File: config.mk
export PLATFORM = sky130hd
export DESIGN_NAME = mux_cfg_loader
export DESIGN_NICKNAME = d
export VERILOG_FILES = /design/src/rtl/mux_cfg_loader.sv
export SDC_FILE = /design/constraint.sdc
export NUM_CORES = 1
export LEC_CHECK = 0
export CORE_MARGIN = 4
export CORE_UTILIZATION = 56
export CTS_CLUSTER_DIAMETER = 30
export DETAILED_ROUTE_END_ITERATION = 16
export PLACE_DENSITY_LB_ADDON = 0.12
export SYNTH_ARGS = -nofsm -noshare
export SYNTH_HDL_FRONTEND = slang
export SYNTH_SLANG_ARGS = --single-unit
export TNS_END_PERCENT = 10
File: constraint.sdc
create_clock -name clk -period 4.2 [get_ports clk]
set_clock_uncertainty 0.2 [all_clocks]
set_input_delay 0.84 -clock clk [delete_from_list [all_inputs] [get_ports clk]]
set_output_delay 0.84 -clock clk [all_outputs]
set_load 0.005 [all_outputs]
File: src/rtl/mux_cfg_loader.sv
// Serial loader for MUXN select fields: bits shift into a shadow register and commit atomically;
// sel_out updates on the edge after the last accept; cfg_ready is low outside SHIFT, and a restart aborts the frame.
module mux_cfg_loader #(
    parameter int NUM_MUX = 4,
    parameter int SWIDTH  = 6
) (
    input  logic                        clk,
    input  logic                        rst_n,
    input  logic                        cfg_start,
    input  logic                        cfg_valid,
    input  logic                        cfg_bit,
    output logic                        cfg_ready,
    output logic                        cfg_busy,
    output logic                        cfg_done,
    output logic                        cfg_err,
    output logic [NUM_MUX*SWIDTH-1:0]   sel_out
);

    localparam int CW   = NUM_MUX * SWIDTH;
    localparam int CNTW = $clog2(CW + 1);

    localparam logic [1:0] ST_IDLE   = 2'd0;
    localparam logic [1:0] ST_SHIFT  = 2'd1;
    localparam logic [1:0] ST_COMMIT = 2'd2;

    localparam logic [CNTW-1:0] CNT_LAST = CNTW'(CW - 1);

    logic [1:0]      state;
    logic [CNTW-1:0] bit_cnt;
    logic [CW-1:0]   shadow;

    // Handshake outputs come straight from registered state, so they never glitch.
    assign cfg_ready = (state == ST_SHIFT);
    assign cfg_busy  = (state == ST_SHIFT) || (state == ST_COMMIT);

    always_ff @(posedge clk) begin
        if (!rst_n) begin
            state    <= ST_IDLE;
            bit_cnt  <= '0;
            shadow   <= '0;
            sel_out  <= '0;
            cfg_done <= 1'b0;
            cfg_err  <= 1'b0;
        end else begin
            cfg_done <= 1'b0;
            cfg_err  <= 1'b0;
            case (state)
                ST_IDLE: begin
                    if (cfg_start) begin
                        state   <= ST_SHIFT;
                        bit_cnt <= '0;
                        shadow  <= '0;
                    end
                end
                ST_SHIFT: begin
                    // A restart beats any bit offered in the same cycle, including the last one.
                    if (cfg_start) begin
                        bit_cnt <= '0;
                        shadow  <= '0;
                        cfg_err <= 1'b1;
                    end else if (cfg_valid) begin
                        shadow <= {cfg_bit, shadow[CW-1:1]};
                        if (bit_cnt == CNT_LAST) begin
                            state   <= ST_COMMIT;
                            bit_cnt <= '0;
                        end else begin
                            bit_cnt <= bit_cnt + 1'b1;
                        end
                    end
                end
                ST_COMMIT: begin
                    sel_out  <= shadow;
                    cfg_done <= 1'b1;
                    state    <= ST_IDLE;
                end
                default: begin
                    state <= ST_IDLE;
                end
            endcase
        end
    end

endmodule

; Word level (Yosys, flattened, before mapping)
; Index checks and enable logic that the tools add are counted.
[totals]
out_inout_bits = 28
ff_bits = 57
inputBits = 5
[op_classes]
mux = 16
add_sub_neg = 1
eq_ne = 8
reduce_logical = 6
[op_table]
columns = cell, count
row1 = $mux W24, 3
row2 = $pmux W24 S2, 1
row3 = $mux W5, 4
row4 = $pmux W5 S2, 1
row5 = $mux W2, 4
row6 = $ne A2 B2 Y1 const B, 3
row7 = $add A5 B1 Y5 const B, 1
row8 = $eq A5 B5 Y1 const B, 1
row9 = $pmux W2 S2, 1
row10 = $reduce_and A4 Y1, 1
row11 = $ne A3 B3 Y1 const B, 1
row12 = $reduce_and A3 Y1, 1
row13 = $eq A2 B1 Y1 const B, 1
row14 = $eq A2 B2 Y1 const B, 1
row15 = $logic_not A2 Y1, 1
row16 = $mux W1, 2
row17 = $ne A2 B1 Y1 const B, 1
row18 = $reduce_and A2 Y1, 1
row19 = $reduce_bool A2 Y1, 1
row20 = $logic_or A1 B1 Y1, 1

; Longest topological paths before layout
[depth]
word_depth = 5
ltp_mapped = 7
ltp_nobuf = 6

; Worst setup path before layout
; No wires, ideal clock.
[synth_timing]
path_kind = input to register
start = in cfg_start
end = reg bit_cnt[3]
cell_stages = 5
path_buffers = 1
setup_time_ns = 0.069
setup_slack_ns = 2.171
t_required_ns = 3.931
arrival_ns = 1.761
cell_sequence = buf_6 > and4bb_4 > nand2_1 > or4_1 > o21ai_1
[synth_between]
elab_chain_len = 2
[synth_rtl]
columns = item, line
row1 = start: declaration, 9  ; input logic cfg_start,
row2 = $ne A3 B3 Y1 (no source line) (tied with other cells), --
row3 = $reduce_and A3 Y1 (no source line) / $pmux W5 S2 (equally long branches), --
row4 = end signal: assignment, 67  ; bit_cnt <= bit_cnt + 1'b1;
row5 = end: declaration, 29  ; logic [CNTW-1:0] bit_cnt;
; Parallel ways exist; a longest one is shown, timed or not.
; A chain may end at the register's enable or synchronous reset.

; Worst setup path after layout
[layout_timing]
start = reg state[1]
end = out cfg_ready
[layout_between]
elab_chain_len = 1
[layout_rtl]
columns = item, line
row1 = start: declaration, 28  ; logic [1:0] state;
row2 = start signal: assignment, 38  ; state <= ST_IDLE;
row3 = start signal: assignment, 50  ; state <= ST_SHIFT;
row4 = start signal: assignment, 64  ; state <= ST_COMMIT;
row5 = $eq A2 B1 Y1, 33  ; assign cfg_ready = (state == ST_SHIFT);
row6 = end: declaration, 12  ; output logic cfg_ready,
; No other way between the ends.

==> metrics.cfg <==
[routing]
routedWlPerCell_um = 13.49
wirelength_mm = 3.994
firstDrtPassIters = 4
avgViaCountPerCell = 5.395
drc = 0
drtIter0Drc = 132
drtAntennaViolNets = 0
vias = 1597

[floorplan]
die-width_um = 69.52
design.core.area_mm2 = 0.003661
boundaryPins = 33
dieArea_mm2 = 0.004833
die-height_um = 69.52
start_util_pct = 57.89
num_rows = 22

[hold_path]
worstHoldPathType = reg -> reg
worstHoldStart = shadow[22]
min_path_cells = 2
min_to = shadow[22]

[clock_network]
hold_buffers = 0
cts.clk_slew.worst_paths_ps = 60
cts.sinks = 57
cts_setup_buffers = 0
clock_latency_ps = 320
clockRootBuffer = clkbuf_8
cts_tree = built
cts_buffer_depth = 2
ctsResizeCount = 0
cts_made_buffers = 9
cts_max_level = 3

[setup_path]
r2r_slack_ps = 1910
max_stage_delay_ps = 560
cp_slowest_cell = clkdlybuf4s50_1
critPathCaptureType = output port
reg2reg_to = shadow[2]
r2r_cells = 6
critPathBufInv = 2
crit_chain = inv_1 > ha_1 > clkdlybuf4s50_1
cp_top_family = buffers and inverters
cp_max_fo = 9
r2r-start = state[0]
critPathKind = reg -> out
arrival_ps = 1650
crit_path_start_kind = flop
worstPathRequired_ps = 3160

[pwr]
p_leak_nw = 0.8801
power.density_mw_per_mm2 = 410.6
peakVddDrop_mv = 0.2656

[sta]
min_period_over_period_pct = 64.02
setup_viol = 0
maxSlewHeadroom_pct = 29.99
grt_setup_unrepaired = no
fin_crit_ps = 2689
fmax_mhz = 371.9
slew_violations = 0
tightest_slew_ps = 1050
timing.hold.ws_ps = 275.3
hold_violations = 0
fin_tns_setup_ps = 0

[flow_run]
drv_cap = 0

[synth]
synth_area_mm2 = 0.002120
ys_types = 33
syn_inst = 213
yosysWarnings = 0
synth.avg_cell_area_um2 = 9.951
ys_ff_latch = 57
seq_area_frac_synth_pct = 53.84
syn_nets = 223

[cells_and_area]
syn_to_final_growth_pct = 22.67
layout_common_cells = 57 x dfxtp_1, 46 x nor2_1, 32 x clkdlybuf4s50_1, 24 x mux2i_1, 20 x a22oi_1
diodes = 0
mostFrequentLayoutCell = dfxtp_1
nets = 254
drive_gt1_share_pct = 6.048
instances_no_fill = 296

[global_routing]
met1_usage_pct = 21.73
grt_max_degree = 55
overflow = 0
use_met2_pct = 28.60
grt_pass1_vias = 1528
grt_antenna_before_repair = 0
grt_pass1_wl_mm = 6.989
grt.busiest_layer = met2
gr-usage-met3_pct = 6.667
track_usage_pct = 18.08

[place]
hpwlAfterDp_mm = 2.582
post-place-cells = 281
portBuffers = 32
gp_routability_congestion = 0.8103

[outcome]
status = finished clean

synth_stat cells, drive strengths merged:
cell / instances / area share [%]
ha: 5 / 3.0
o22ai: 1 / 0.59
or4: 1 / 0.35
dfxtp: 57 / 54
or3: 1 / 0.30
nor2b: 2 / 0.59
a311oi: 1 / 0.41
nand2b: 2 / 0.59
a41oi: 1 / 0.41
nor2: 46 / 8.1
nand2: 7 / 1.2
and3: 1 / 0.30
a22oi: 20 / 7.1
buf: 7 / 1.9
o31ai: 1 / 0.35
mux2i: 24 / 11
and2b: 1 / 0.35
nand4b: 1 / 0.41
a31oi: 1 / 0.30
o22a: 1 / 0.41
mux2: 1 / 0.53
inv: 3 / 0.53
clkbuf: 6 / 1.1
and2: 1 / 0.30
nand3: 7 / 1.7
a21oi: 8 / 1.9
o32ai: 1 / 0.41
nor3: 1 / 0.24
and4bb: 1 / 0.77
o21ai: 3 / 0.71
kinds of logic (layout without fill, tap and decap cells):
family | after synthesis | in the layout | synth area share [%]
and+or+nand+nor | 72 | 72 | 15.23
AOI/OAI and AO/OA | 38 | 38 | 12.57
adders and majority gates | 5 | 5 | 2.952
muxes | 25 | 25 | 11.87
DFF | 57 | 57 | 53.84
buffers and inverters | 16 | 51 | 3.542
registers in the layout, indices dropped and copies added (netlist names):
name      flops
sel_out      24
shadow       24
bit_cnt       5
state         2
cfg_done      1
cfg_err       1
worst reg2reg max path, cell delays in order (launching register included):
cell	delay (ps)
dfxtp_1	310
inv_1	120
ha_1	300
nor2b_1	120
o22ai_2	810
a22oi_1	210
nor2_1	140
metrics by stage:
stage               setup slack, ps  total power, mW  util [%]  instance area, um2
floorplan                      2171           0.6365         -                2120
global placement               1370           0.6638     66.75                2444
detailed placement             1303           0.6682     66.75                2444
CTS                            1481            1.080     71.02                2600
global route                   1398            1.119     71.02                2600
finish                         1511            1.067     71.02                2600
area by class of cell:
class | instances | area [um2]
Sequential cell | 57 | 1141
Fill cell | 286 | 1061
Multi-Input combinational cell | 140 | 903.4
Timing Repair Buffer | 33 | 327.8
Clock buffer | 15 | 156.4
Tap cell | 48 | 60.06
Inverter | 3 | 11.26
layer usage:
layer | share of wire [%] | vias up
li1 | - | 804
met4 | 1.5 | 0
met2 | 49 | 38
met1 | 45 | 749
met5 | 0 | -
met3 | 4.6 | 6
how the worst max path moves through the flow:
stage,startpoint,end,slack [ps],cells after the start
after floorplan,cfg_start,bit_cnt[3],2170,5
after global placement,cfg_valid,shadow[9],1370,5
after detailed placement,cfg_valid,shadow[9],1300,5
after CTS,state[1],cfg_ready,1480,3
after global routing,state[1],cfg_ready,1400,3
final,state[1],cfg_ready,1510,3
where the power goes:
part	switching [mW]	internal, mW
combinational	0.0701	0.0374
clock	0.184	0.228
sequential	0.00249	0.546
total	0.256	0.811
(Power assumes the default switching activity.)
